$ cat src/rtl/riscv_hazard_unit_mc_pkg.sv
// Shared encodings for the multi-cycle hazard unit: forwarding selects,
// result-source codes, memory-wait FSM states and the forwarding priority rule.
package riscv_hazard_unit_mc_pkg;

    localparam logic [1:0] FWD_RF      = 2'b00;
    localparam logic [1:0] FWD_W       = 2'b01;
    localparam logic [1:0] FWD_M       = 2'b10;
    localparam logic [1:0] RESULT_LOAD = 2'b01;

    typedef enum logic [1:0] {
        S_IDLE,
        S_WAIT,
        S_ERROR
    } hazard_state_e;

    // The memory stage holds the younger result, so it beats writeback.
    function automatic logic [1:0] fwd_select(input logic hit_m, input logic hit_w);
        if (hit_m) return FWD_M;
        if (hit_w) return FWD_W;
        return FWD_RF;
    endfunction

endpackage

$ cat src/rtl/riscv_hazard_unit_mc_sat_counter.sv
// Saturating up-counter with synchronous clear; the clear beats the increment.
module hazard_sat_counter #(
    parameter int CNT_W = 16
) (
    input  logic             clk,
    input  logic             reset,
    input  logic             inc,
    input  logic             clr,
    output logic [CNT_W-1:0] count
);

    logic [CNT_W-1:0] count_q, count_d;

    always_comb begin
        // NOTE: default first so every path assigns count_d and no latch is inferred.
        count_d = count_q;
        if (clr)
            count_d = '0;
        else if (inc && (count_q != '1))
            count_d = count_q + CNT_W'(1);
    end

    always_ff @(posedge clk) begin
        // NOTE: sequential state uses non-blocking assignments so every flop samples pre-edge values.
        if (reset)
            count_q <= '0;
        else
            count_q <= count_d;
    end

    assign count = count_q;

endmodule

$ cat src/rtl/riscv_hazard_unit_mc.sv
// Pipeline hazard unit: forwarding, load-use stall, branch flush, plus a
// memory-ready freeze with a watchdog and saturating stall/flush counters.
module riscv_hazard_unit_mc
    import riscv_hazard_unit_mc_pkg::*;
#(
    parameter int REG_ADDR_W = 5,
    parameter int CNT_W      = 16,
    parameter int TIMEOUT    = 64
) (
    input  logic                  clk,
    input  logic                  reset,
    input  logic [REG_ADDR_W-1:0] Rs1D,
    input  logic [REG_ADDR_W-1:0] Rs2D,
    input  logic [REG_ADDR_W-1:0] Rs1E,
    input  logic [REG_ADDR_W-1:0] Rs2E,
    input  logic [REG_ADDR_W-1:0] RdE,
    input  logic [REG_ADDR_W-1:0] RdM,
    input  logic [REG_ADDR_W-1:0] RdW,
    input  logic                  RegWriteM,
    input  logic                  RegWriteW,
    input  logic [1:0]            ResultSrcE,
    input  logic                  PCSrcE,
    input  logic                  MemAccessM,
    input  logic                  MemReadyM,
    input  logic                  CountClear,
    output logic                  StallF,
    output logic                  StallD,
    output logic                  StallE,
    output logic                  StallM,
    output logic                  FlushD,
    output logic                  FlushE,
    output logic                  FlushW,
    output logic [1:0]            ForwardAE,
    output logic [1:0]            ForwardBE,
    output logic                  MemBusy,
    output logic                  MemError,
    output logic [CNT_W-1:0]      StallCount,
    output logic [CNT_W-1:0]      FlushCount
);

    localparam int WAIT_W = $clog2(TIMEOUT);
    localparam logic [WAIT_W-1:0] WAIT_LAST = WAIT_W'(TIMEOUT - 1);

    hazard_state_e     state_q, state_d;
    logic [WAIT_W-1:0] wait_cnt_q, wait_cnt_d;
    logic              mem_error_q, mem_error_d;
    logic              mem_stall;
    logic              lw_stall;

    assign ForwardAE = fwd_select(RegWriteM && (Rs1E != '0) && (Rs1E == RdM),
                                  RegWriteW && (Rs1E != '0) && (Rs1E == RdW));
    assign ForwardBE = fwd_select(RegWriteM && (Rs2E != '0) && (Rs2E == RdM),
                                  RegWriteW && (Rs2E != '0) && (Rs2E == RdW));

    assign lw_stall = (ResultSrcE == RESULT_LOAD) && (RdE != '0) &&
                      ((Rs1D == RdE) || (Rs2D == RdE));

    always_comb begin
        state_d    = state_q;
        wait_cnt_d = wait_cnt_q;
        mem_stall  = 1'b0;
        unique case (state_q)
            S_IDLE: begin
                mem_stall = MemAccessM && !MemReadyM;
                if (mem_stall) begin
                    state_d    = S_WAIT;
                    wait_cnt_d = WAIT_W'(1);
                end
            end
            S_WAIT: begin
                mem_stall = !MemReadyM;
                if (MemReadyM)
                    state_d = S_IDLE;
                else if (wait_cnt_q == WAIT_LAST)
                    state_d = S_ERROR;
                else
                    wait_cnt_d = wait_cnt_q + WAIT_W'(1);
            end
            S_ERROR: mem_stall = 1'b1;
            default: state_d = S_IDLE;
        endcase
        mem_error_d = (state_d == S_ERROR);
    end

    // A freeze holds everything up to M, so a resolved branch in E waits for it.
    always_comb begin
        StallF = lw_stall;
        StallD = lw_stall;
        StallE = 1'b0;
        StallM = 1'b0;
        FlushD = PCSrcE;
        FlushE = lw_stall || PCSrcE;
        FlushW = 1'b0;
        if (mem_stall) begin
            StallF = 1'b1;
            StallD = 1'b1;
            StallE = 1'b1;
            StallM = 1'b1;
            FlushD = 1'b0;
            FlushE = 1'b0;
            FlushW = 1'b1;
        end
    end

    always_ff @(posedge clk) begin
        if (reset) begin
            state_q     <= S_IDLE;
            wait_cnt_q  <= '0;
            mem_error_q <= 1'b0;
        end else begin
            state_q     <= state_d;
            wait_cnt_q  <= wait_cnt_d;
            mem_error_q <= mem_error_d;
        end
    end

    assign MemBusy  = mem_stall;
    assign MemError = mem_error_q;

    hazard_sat_counter #(.CNT_W(CNT_W)) u_stall_cnt (
        .clk   (clk),
        .reset (reset),
        .inc   (StallF),
        .clr   (CountClear),
        .count (StallCount)
    );

    hazard_sat_counter #(.CNT_W(CNT_W)) u_flush_cnt (
        .clk   (clk),
        .reset (reset),
        .inc   (PCSrcE && !mem_stall),
        .clr   (CountClear),
        .count (FlushCount)
    );

endmodule

$ cat config.mk
export PLATFORM = sky130hd
export DESIGN_NAME = riscv_hazard_unit_mc
export DESIGN_NICKNAME = d
export VERILOG_FILES = /design/src/rtl/riscv_hazard_unit_mc_pkg.sv /design/src/rtl/riscv_hazard_unit_mc_sat_counter.sv /design/src/rtl/riscv_hazard_unit_mc.sv
export SDC_FILE = /design/constraint.sdc
export NUM_CORES = 1
export LEC_CHECK = 0
export CAP_MARGIN = 10
export CORE_MARGIN = 3
export CORE_UTILIZATION = 30
export DETAILED_ROUTE_END_ITERATION = 8
export PLACE_DENSITY = 0.58
export SYNTH_ARGS = -nofsm -noshare
export SYNTH_HDL_FRONTEND = slang
export SYNTH_HIERARCHICAL = 1
export SYNTH_SLANG_ARGS = --single-unit
$ cat constraint.sdc
create_clock -name clk -period 2.7 [get_ports clk]
set_input_delay 0.81 -clock clk [delete_from_list [all_inputs] [get_ports clk]]
set_output_delay 0.81 -clock clk [all_outputs]
set_load 0.005 [all_outputs]
==> results.cfg, run 1 <==
[run_status]
status = finished, violations left
violations = negative setup slack

[timing]
setup_viol = 4
setup_tns_ns = -0.344
tightest_slew_ns = 0.572
hold_violations = 0
setup_ws_ns = -0.166
finalCritPeriodShare = 1.06
fin_skew_ns = 0.00762
slew_violations = 0
rsz0062_at_grt = true
relSlewSlack = 0.618
period_minus_slack_ns = 2.87
fmax_ghz = 0.349

[finish]
nets = 483
area_delta_synth_final_pct = 50.9
drive_gt1_frac = 0.298
layout_commonest_cell = dfxtp_1
antennaDiodeCount = 0
final_cell_mix = 41 x dfxtp_1, 39 x clkdlybuf4s50_1, 32 x nand2_1

[critical_path]
cp.depth = 8
arrival_ns = 2.06
worst_path_max_delay_cell = or4_4
start_kind = input pin
worst_r2r_endpoint = u_flush_cnt/count[11]$_SDFFE_PP0P_
cp_max_fo = 2
path_buf_inv = 5
critPathKind = in2out
crit_top_cell = buf_4
setup.worst_path.end_class = output pin
r2r_setup_slack_ns = 0.39
cp_slowest_stage_delay_ns = 0.53
r2r_start = state_q[0]$_SDFF_PP0_
crit_required_ns = 1.89
critPathTopFamily = simple AND/OR/NAND/NOR gates
reg2regPathDepth = 10
path_cells = buf_6 > or4_4 > nor2_4 > buf_4 > buf_4 > buf_4 > nor4_2 > buf_2

[global_route]
grt_overflow_total = 0
grt_pass1_wl_mm = 12.7
grt_max_degree = 15
grt_pass1_vias = 2705
antenna_found_initial = 0
grtUsageTotal = 0.150

[pwr]
ir_worst_vdd_uv = 195
leakagePower_nw = 1.58
powerDensity_nw_per_um2 = 335

[worst_hold_path]
worstHoldStart = u_stall_cnt/count[5]$_SDFFE_PP0P_
holdPathEnd = u_stall_cnt/count[5]$_SDFFE_PP0P_
whs_path_depth = 2
min_path_type = reg2reg

[floorplan]
io-pin-count = 90
die_area_um2 = 10300
rows = 34
fp.dieH_um = 101
initial_core_util = 0.311
core_um2 = 8760
die_width_um = 101

[synthesis]
yosysTopAreaCell = dfxtp_1
yosysWarnings = 6
synth_edf_count = 0
ys_seq_area_frac = 0.301
syn_nets = 365
synth.top_cell.area_share = 0.301
synth_area_um2 = 2730
synth_flop_cell = dfxtp_1
syn_inst = 317
ys_seq_elements = 41
synth_cell_types = 49
synth_area_leaders = dfxtp_1 30%, xnor2_1 5.1%, mux2i_1 4.8%
syn_avg_cell_area_um2 = 8.60
synthArstFlopShare = 0

[clock_tree]
insertion_delay_ns = 0.30
postCtsHoldBufs = 0
clk_path_buf_depth = 2
cts_buffers = 5
clock-sinks = 41
cts_htree_levels = 2
cts_tree = done
clkTransAtPathRegs_ns = 0.08
cts_root_buf = clkbuf_8

[place]
gp_congestion = 0.886
numPortBuffers = 89
hpwlAfterDp_mm = 5.90
dp_slack_ns = -0.920

[routing]
drtIter0Drc = 60
via_count = 2768
drt-total-wl_mm = 7.74
wire_per_inst_um = 14.2
viasPerCell = 5.09
ant_nets = 0
drc = 0
drtPass1Iterations = 4

[run]
cap_violations = 0
## kinds of logic (layout without fill, tap and decap cells)
logic type,count (synthesis),count (layout),synth area share
AND/OR/NAND/NOR,134,134,0.300
AO/OA/AOI/OAI,76,76,0.191
flip-flops,41,41,0.301
XOR/XNOR,30,30,0.0963
buffers and inverters,20,139,0.0505
multiplexers,13,13,0.0477
adder cells (fa/ha/maj),3,3,0.0138
## final cells by class
| class | instances | area (µm²) |
|---|---|---|
| inverters | 6 | 22.5 |
| flip-flops and latches | 41 | 821 |
| well taps | 108 | 135 |
| repair buffers | 125 | 1070 |
| clock inverters | 3 | 46.3 |
| multi-input cells | 256 | 1950 |
| clock buffers | 5 | 68.8 |
| fillers | 873 | 4650 |
## flip-flops by register name (all words and copies together), names as in the netlist
| register | flops |
|---|---|
| state_q | 2 |
| wait_cnt_q | 6 |
| u_stall_cnt/count | 16 |
| u_flush_cnt/count | 16 |
| MemError | 1 |
## where the power goes
| part | total, W | switching, W | internal (W) |
|---|---|---|---|
| Sequential | 0.000613 | 0.00000508 | 0.000608 |
| Clock | 0.000508 | 0.000231 | 0.000277 |
| Combinational | 0.000258 | 0.000115 | 0.000143 |
## cell usage after synthesis, types with 8 or more instances
cell type and count:
o21ai_0 14, dfxtp_1 41, mux2i_1 13, a21oi_1 20
a211oi_1 8, or3_1 8, xnor2_1 16, nor2_1 12
or3_2 9, xor2_1 14, nand2_1 32, nand3_1 12
nand4_1 11, a31oi_1 8
## stage by stage
| stage | instances | util | area (µm²) | total power [W] | hold slack [ns] |
|---|---|---|---|---|---|
| 6_report | 544 | 0.470 | 4120 | 0.00138 | 0.500 |
| 4_1_cts | 542 | 0.467 | 4090 | 0.00139 | 0.506 |
| 5_1_grt | 544 | 0.470 | 4120 | 0.00144 | 0.534 |
| 3_3_place_gp | 532 | 0.443 | 3880 | 0.000871 | 0.486 |
| 2_1_floorplan | 317 | - | 2730 | 0.000718 | 0.470 |
| 3_5_place_dp | 532 | 0.443 | 3880 | 0.000873 | 0.493 |
## worst max-delay path by stage
stage,startpoint,end,slack (ns)
2_1_floorplan,RdE[2],StallF,0.007
3_3_place_gp,Rs2E[1],ForwardBE[0],-0.89
3_5_place_dp,Rs1E[1],ForwardAE[0],-0.92
4_1_cts,Rs2E[3],ForwardBE[0],-0.19
5_1_grt,Rs2E[3],ForwardBE[0],-0.22
6_report,Rs2E[3],ForwardBE[0],-0.17
## tightest hold or removal path: cells and delay by family (launching register included)
family           cells  cell delay (ns)
AO/OA/AOI/OAI        1             0.05
AND/OR/NAND/NOR      1             0.07
flip-flops           1             0.35
## per-layer routing
| metal | part of all wire | global-route usage |
|---|---|---|
| met4 | 0.016 | 0.0481 |
| met3 | 0.039 | 0.0296 |
| met1 | 0.45 | 0.187 |
| met2 | 0.50 | 0.262 |
| met5 | 0 | 0 |
## what timing repair did
item                                    in CTS  in global routing
setup buffers                                3                  3
endpoints found under the setup margin      31                 13
gates resized for setup                    144                 34
pin swaps                                   24                 29
Note: power is estimated with default switching activity, not from simulation.
==> inputs of run 2 (changes only) <==
==> constraint.sdc (replaced) <==
create_clock -name clk -period 2.7 [get_ports clk]
set_input_delay 0.81 -clock clk [delete_from_list [all_inputs] [get_ports clk]]
set_output_delay 0.81 -clock clk [all_outputs]
set_load 0.1 [all_outputs]
==> run 2 against run 1 <==
Effect of this change: the flow still finishes with violations (negative setup slack); sequential share of layout area shrank 0.80 points; setup slack lost 0.074 ns; global-route usage shrank 0.32 points; cell area grew 4.2%; die area is the same; flip-flop and latch count is the same; non-clock buffer count is the same; sequential power is essentially flat; count of clock-buffer cells in the layout grew 2.
==> results.cfg, run 2 (synthesis gave the netlist of run 1 again) <==
[timing]
period_minus_slack_ns = 2.94
tightest_slew_ns = 0.552
setup_ws_ns = -0.240
setup_viol = 4
relSlewSlack = 0.631
fmax_ghz = 0.340
slew_violations = 0
finalCritPeriodShare = 1.09
hold_violations = 0
fin_skew_ns = 0.00857
setup_tns_ns = -0.683
rsz0062_at_grt = true

[clock_tree]
cts_buffers = 5
clkTransAtPathRegs_ns = 0.08
insertion_delay_ns = 0.28
cts_root_buf = clkbuf_8
clk_path_buf_depth = 2
cts_tree = done
clock-sinks = 41
cts_htree_levels = 2

[routing]
viasPerCell = 5.07
wire_per_inst_um = 13.8
drtIter0Drc = 74
wl_met1_mm = 3.34
top_layer_used = met4
drtPass1Iterations = 4
via_count = 2758
drt-total-wl_mm = 7.49
met2_length_mm = 3.81
ant_nets = 0
dr_wl_met3_um = 278
drc = 0

[pwr]
internal-power_w = 0.000989
ir_worst_vdd_uv = 196
power_switching_w = 0.000406
p_seq_frac = 0.440
switching_share = 0.291
clkPwrFrac = 0.286
powerDensity_nw_per_um2 = 326
leakagePower_nw = 1.71
power_frac_comb = 0.274

[global_route]
grt_pass1_vias = 2658
grtUsageTotal = 0.147
grt_overflow_total = 0
grt_max_degree = 14
antenna_found_initial = 1
grt_pass1_wl_mm = 12.5

[finish]
seq_area_um2 = 821
layout_commonest_cell = buf_4
postLayoutCellArea_um2 = 4290
multi_input_area_um2 = 2050
final_cell_mix = 64 x buf_4, 41 x dfxtp_1, 31 x nand2_1
nets = 483
drive_gt1_frac = 0.425
area_delta_synth_final_pct = 57.2
fillCellCount = 843

[place]
dpl_cell_area_um2 = 4130
dp_slack_ns = -0.605
gp_congestion = 0.809
hpwlAfterDp_mm = 5.97
numPortBuffers = 89

[critical_path]
start_kind = input pin
setup.worst_path.end_class = output pin
critPathKind = in2out
crit_required_ns = 1.89
arrival_ns = 2.13
cp_max_fo = 2

[floorplan]
core_um2 = 8760
io-pin-count = 90
fp.dieH_um = 101
die_area_um2 = 10300
die_width_um = 101
initial_core_util = 0.311
rows = 34

[worst_hold_path]
min_path_type = reg2reg

[run]
cap_violations = 0

[run_status]
violations = negative setup slack
status = finished, violations left
## run 2: final timing paths
check                             start                            endpoint  cells past startpoint  slack (ns)
max                             Rs1E[1]                        ForwardAE[0]                      6       -0.24
min          wait_cnt_q[4]$_SDFFE_PP0P_          wait_cnt_q[4]$_SDFFE_PP0P_                      2        0.51
max reg2reg       state_q[0]$_SDFF_PP0_  u_flush_cnt/count[15]$_SDFFE_PP0P_                      8        0.42
min reg2reg  wait_cnt_q[4]$_SDFFE_PP0P_          wait_cnt_q[4]$_SDFFE_PP0P_                      2        0.51
## run 2: what timing repair did
item	CTS	global route
setup endpoints to repair	27	12
hold buffers	0	0
setup buffers	5	0
pin swaps	35	23
resized for setup	122	23
## run 2: layout make-up
type / instances / area share
Antenna cell: 1 / 0.000584
Clock buffer: 7 / 0.0201
Inverter: 6 / 0.00613
Multi-Input combinational cell: 256 / 0.478
Sequential cell: 41 / 0.191
Tap cell: 108 / 0.0315
Timing Repair Buffer: 125 / 0.273
## run 2: power by group through the flow
| stage | clock network, W | registers [W] | logic [W] |
|---|---|---|---|
| floorplan | 0 | 0.000640 | 0.000191 |
| global placement | 0 | 0.000628 | 0.000376 |
| detailed placement | 0 | 0.000628 | 0.000377 |
| CTS | 0.000421 | 0.000614 | 0.000378 |
| global route | 0.000446 | 0.000615 | 0.000406 |
| finish | 0.000400 | 0.000614 | 0.000382 |
## run 2: worst max-delay path, cell delays in order
cell	delay [ns]
buf_6	0.09
or4_4	0.54
nor2_4	0.16
nor4_4	0.06
nor4_4	0.26
buf_12	0.21
## run 2: through the flow
step	total power, W	instances	hold slack (ns)	util
after global placement	0.00100	531	0.488	0.471
after CTS	0.00141	543	0.513	0.484
after global routing	0.00147	544	0.534	0.489
after detailed placement	0.00101	531	0.499	0.471
after floorplan	0.000831	317	0.470	-
final	0.00140	544	0.514	0.489
## run 2: layer usage
layer / vias up / global-route usage
met5: - / 0
met2: 40 / 0.255
met3: 4 / 0.0248
met1: 1295 / 0.191
met4: 0 / 0.0337
li1: 1419 / -
==> inputs of run 3 (changes only) <==
Settings changed: CORE_UTILIZATION 30 to 40, PLACE_DENSITY 0.58 to 0.73, SYNTH_HIERARCHICAL 1 to unset.
==> run 3 against run 2 <==
Effect of this change: the flow still finishes with violations (negative setup slack); non-clock buffer count rose by 18; flip-flop and latch count unchanged; clock skew decreased by 0.0031 ns; hold slack got worse by 0.029 ns; synthesized cell count shrank 6.9%; fmax increased by 0.22%; critical path depth did not move; global-route usage grew 5.3 points; cell area is 1.8% lower; setup slack improved by 0.0064 ns.
==> results.cfg, run 3 <==
[timing]
finalCritPeriodShare = 1.09
rsz0062_at_grt = true
period_minus_slack_ns = 2.93
hold_violations = 0
fmax_ghz = 0.341
relSlewSlack = 0.696
tightest_slew_ns = 0.456
setup_viol = 7
setup_ws_ns = -0.234
fin_skew_ns = 0.00543
slew_violations = 0
setup_tns_ns = -0.824

[synthesis]
yosysTopAreaCell = dfxtp_1
ys_seq_area_frac = 0.328
synth_most_common_cell = dfxtp_1
syn_nets = 343
yosysWarnings = 0
synthArstFlopShare = 0
synth_flop_cell = dfxtp_1
synth_edf_count = 0
ys_seq_elements = 41
syn_avg_cell_area_um2 = 8.49
synth.top_cell.area_share = 0.328
synth_cell_types = 49
synth_area_um2 = 2500
synth_area_leaders = dfxtp_1 33%, xnor2_1 9.1%, xor2_1 8.4%
synth_common_cells = 41 x dfxtp_1, 40 x nor2_1, 26 x xnor2_1, 24 x xor2_1, 18 x nand2_1
syn_inst = 295

[floorplan]
core_um2 = 5990
die_area_um2 = 7250
fp.dieH_um = 85.1
die_width_um = 85.1
initial_core_util = 0.418
io-pin-count = 90
rows = 28

[clock_tree]
postCtsHoldBufs = 0
cts_buffers = 5
clkTransAtPathRegs_ns = 0.07
cts_htree_levels = 2
clock-sinks = 41
clk_path_buf_depth = 2
cts_tree = done
insertion_delay_ns = 0.29
cts_root_buf = clkbuf_8

[worst_hold_path]
whs_path_depth = 2
min_path_type = reg2reg

[place]
dp_cells = 492
gp_congestion = 0.902
numPortBuffers = 89
hpwlAfterDp_mm = 5.36

[pwr]
clkPwrFrac = 0.296
ir_worst_vdd_uv = 247
internal-power_w = 0.00104
power_frac_comb = 0.290
powerDensity_nw_per_um2 = 352
power_switching_w = 0.000439
leakagePower_nw = 1.68
p_seq_frac = 0.413
switching_share = 0.296

[finish]
layout_commonest_cell = buf_4
drive_gt1_frac = 0.406
fillCellCount = 459
fin_cells = 511
nets = 483
seq_area_um2 = 821
antennaDiodeCount = 0
multi_input_area_um2 = 1820
area_delta_synth_final_pct = 68.1
final_cell_mix = 80 x buf_4, 41 x dfxtp_1, 34 x nor2_1

[run_status]
violations = negative setup slack
status = finished, violations left

[critical_path]
path_cells = buf_6 > or4_4 > nor2_4 > nor4_4 > nor4_4 > buf_12
cp_slowest_stage_delay_ns = 0.54
critPathKind = in2out
critPathTopFamily = simple AND/OR/NAND/NOR gates
crit_required_ns = 1.89
cp_max_fo = 2
crit_top_cell = nor4_4
reg2regPathDepth = 10
setup.worst_path.end_class = output pin
start_kind = input pin
worst_path_max_delay_cell = or4_4
path_buf_inv = 2
cp.depth = 6
arrival_ns = 2.12

[routing]
wire_per_inst_um = 13.9
ant_nets = 0
drt-total-wl_mm = 7.12
via_count = 2593
viasPerCell = 5.07
drtIter0Drc = 63
drc = 0
drtPass1Iterations = 4

[global_route]
grt_pass1_wl_mm = 12.0
grt_overflow_total = 0
grt_max_degree = 17
grtUsageTotal = 0.200
grt_pass1_vias = 2643
antenna_found_initial = 0

[run]
cap_violations = 0
==> run 3: cells by family (layout without fill, tap and decap cells) <==
logic type | count (synthesis) | in the layout | share of synthesized area
flops | 41 | 41 | 0.328
simple gates | 139 | 139 | 0.314
fa+ha+maj | 3 | 3 | 0.0150
buf+inv | 16 | 157 | 0.0360
mux | 5 | 5 | 0.0200
compound gates | 41 | 41 | 0.113
xor+xnor | 50 | 50 | 0.175
==> run 3: layer usage <==
layer  wire, µm  vias to the layer above  GRT usage
li1           -                     1325          -
met5          0                        -          0
met3        485                        8     0.0282
met4         83                        0     0.0719
met1       3160                     1180      0.259
met2       3390                       80      0.338
==> run 3: timing repair <==
action                     CTS  global route
setup endpoints to repair   14            12
setup buffers               12             1
pin swaps                   39            21
resized for setup          127            18
==> run 3: layout make-up <==
class | instances | share of cell area
Sequential cell | 41 | 0.195
Clock inverter | 1 | 0.00119
Clock buffer | 7 | 0.0229
Timing Repair Buffer | 143 | 0.319
Multi-Input combinational cell | 238 | 0.433
Inverter | 6 | 0.00594
Tap cell | 75 | 0.0223
==> run 3: final timing paths <==
kind | startpoint | to | slack [ns]
worst max-delay path | Rs2E[2] | ForwardBE[0] | -0.23
worst min-delay path | u_stall_cnt.count[11]$_SDFFE_PP0P_ | u_stall_cnt.count[11]$_SDFFE_PP0P_ | 0.48
worst max register to register | state_q[0]$_SDFF_PP0_ | u_stall_cnt.count[11]$_SDFFE_PP0P_ | 0.60
worst min register to register | u_stall_cnt.count[11]$_SDFFE_PP0P_ | u_stall_cnt.count[11]$_SDFFE_PP0P_ | 0.48
==> run 3: power by group through the flow <==
| stage | Combinational, W | Sequential (W) | Clock, W |
|---|---|---|---|
| 2_1_floorplan | 0.000202 | 0.000637 | 0 |
| 3_3_place_gp | 0.000403 | 0.000626 | 0 |
| 3_5_place_dp | 0.000408 | 0.000627 | 0 |
| 4_1_cts | 0.000420 | 0.000613 | 0.000450 |
| 5_1_grt | 0.000455 | 0.000614 | 0.000478 |
| 6_report | 0.000431 | 0.000613 | 0.000439 |
==> run 3: through the flow <==
stage	instance area (µm²)	power (W)	hold slack [ns]	utilization	worst slack [ns]
floorplan	2650	0.000839	0.479	-	-0.868
global placement	3930	0.00103	0.475	0.656	-0.573
detailed placement	3930	0.00103	0.473	0.656	-0.607
CTS	4150	0.00148	0.485	0.692	-0.291
global route	4210	0.00155	0.529	0.703	-0.278
finish	4210	0.00148	0.485	0.703	-0.234
==> run 3: worst register-to-register path: stages, from the launching register on <==
cell	delay, ns
dfxtp_1	0.38
o21ba_4	0.23
o21ai_4	0.28
inv_4	0.09
buf_4	0.14
a221oi_2	0.18
buf_4	0.23
nor2_2	0.05
buf_4	0.16
nand4_1	0.11
mux2i_1	0.19
==> patch, RTL diff (settings of run 3) <==
Re-encode `hazard_state_e` (3 states) as one-hot, 3 bits wide.
--- a/src/rtl/riscv_hazard_unit_mc_pkg.sv
+++ b/src/rtl/riscv_hazard_unit_mc_pkg.sv
@@ -7,10 +7,10 @@
     localparam logic [1:0] FWD_M       = 2'b10;
     localparam logic [1:0] RESULT_LOAD = 2'b01;
 
-    typedef enum logic [1:0] {
-        S_IDLE,
-        S_WAIT,
-        S_ERROR
+    typedef enum logic [2:0] {
+        S_IDLE  = 3'b001,
+        S_WAIT  = 3'b010,
+        S_ERROR = 3'b100
     } hazard_state_e;
 
     // The memory stage holds the younger result, so it beats writeback.
Function: no difference found for any inputs over 10 cycles, from zero or initial values and one cycle with reset high; not proved beyond that.
==> patch against run 3 <==
- the flow still finishes with violations (setup timing)
- setup slack got worse by 0.0091 ns
- register-to-register slack got worse by 0.05 ns
- synthesized area up 0.90%
- power grew 9.8%
- routed wire length decreased by 5.2%
- synthesized cell count up 2.0%
- count of clock-buffer cells in the layout decreased by 2
- hold slack improved by 0.022 ns
- cell area decreased by 1.2%
- sequential power rose by 2%
- first-iteration DRC count up 17%
- sequential cell count is 1 higher
- clock skew is 0.0046 ns higher
==> patch: results (changes against run 3) <==
Setup path
  – Reg2reg setup slack: 0.55 ns (-0.05 ns)
  – Worst R2R End: u_stall_cnt.count[9]
  – Length in cells of the worst reg-to-reg path: 7 (-3)

Synthesis
  – Seq/Total Area, Yosys: 33.3% (+0.50 points)
  – Most frequent cells after synthesis: dfxtp_1, nor2_1, xnor2_1
  – Dominant cells by area after synthesis: dfxtp_1, xnor2_1, xor2_1, nor2_1, a21oi_2
  – Cell variety after synth: 50 (+2.0%)

Detailed routing
  – Starting DRT DRC Count: 74 (+17%)
  – Routed WL: 6.75 mm (-5.2%)
  – Via count: 2634 (+1.6%)
  – DR vias/cell: 5.26 (+3.6%)

Finish
  – Layout cells sized above 1: 41.8% (+1.2 points)
  – Fin util: 69.0% (-1.3 points)
  – Fill cells: 496 (+8.1%)

Min path
  – Hold endpoint: u_stall_cnt.count[15]
  – Worst Hold Launch: u_stall_cnt.count[15]

Place
  – Dpl hpwl: 5.19 mm (-3.2%)
  – Dpl ws: -0.604 ns (+0.00282 ns)
  – Placed Area: 0.00389 mm^2 (-0.89%)
  – GPL Wtd Cong: 0.768 (-15%)

Timing
  – Final Skew: 0.0100 ns (+0.00459 ns)
  – Final number of setup-violating endpoints: 7 (unchanged)
  – Final worst slack: -0.243 ns (-0.00909 ns)
  – Max-Slew Margin vs Limit: 49.8% (-20 points)

Status
  – Failing checks: setup timing
  – Status: finished, violations left

Pwr
  – Leakage power: 0.00158 uW (-6.4%)
  – Highest ir drop seen on vdd: 0.312 mV (+27%)
==> patch: worst max-delay path by stage <==
stage | start | endpoint | depth (start not counted)
after floorplan | Rs1E[1] | ForwardAE[0] | 4
after global placement | Rs1E[1] | ForwardAE[0] | 6
after detailed placement | Rs1E[1] | ForwardAE[0] | 6
after CTS | Rs1E[3] | ForwardAE[0] | 6
after global routing | Rs1E[2] | ForwardAE[0] | 6
final | Rs1E[2] | ForwardAE[0] | 6
==> patch: layer usage <==
metal	vias to the layer above	wire length [um]	global-route usage, %
li1	1328	-	-
met1	1210	2990	23.0
met2	90	3190	33.2
met3	6	510	4.90
met4	0	51	3.02
met5	-	0	0
==> patch: power groups by stage <==
stage	Clock (uW)	Combinational (uW)	Sequential, uW
floorplan	0	198	653
global placement	0	378	643
detailed placement	0	383	643
CTS	615	383	629
global route	637	418	630
finish	604	396	628
==> patch: logic make-up after synthesis <==
logic type,synth area share [%]
compound gates,13.4
xor+xnor,16.6
fa+ha+maj,1.49
buf+inv,3.61
flops,33.3
mux,0.396
simple gates,31.2
==> patch: critical path: stages <==
cell    delay (ns)
buf_6         0.09
or4_4         0.54
nor2_4        0.15
nor4_4        0.06
nor4_4        0.27
buf_12        0.21
==> patch: layout make-up <==
cell class | instances | share of cell area, %
multi-input combinational | 244 | 45.0
inverter | 2 | 0.271
sequential | 42 | 20.2
clock inverter | 3 | 1.66
tap | 75 | 2.26
clock buffer | 5 | 1.66
timing repair buffer | 130 | 28.9
==> patch: what timing repair did <==
action / 4_1_cts / 5_1_grt
setup endpoints to repair: 19 / 12
hold buffers: 0 / 0
buffers inserted: 5 / 5
gates resized for setup: 119 / 28
hold endpoints to repair: 0 / 0
pin swaps: 33 / 27
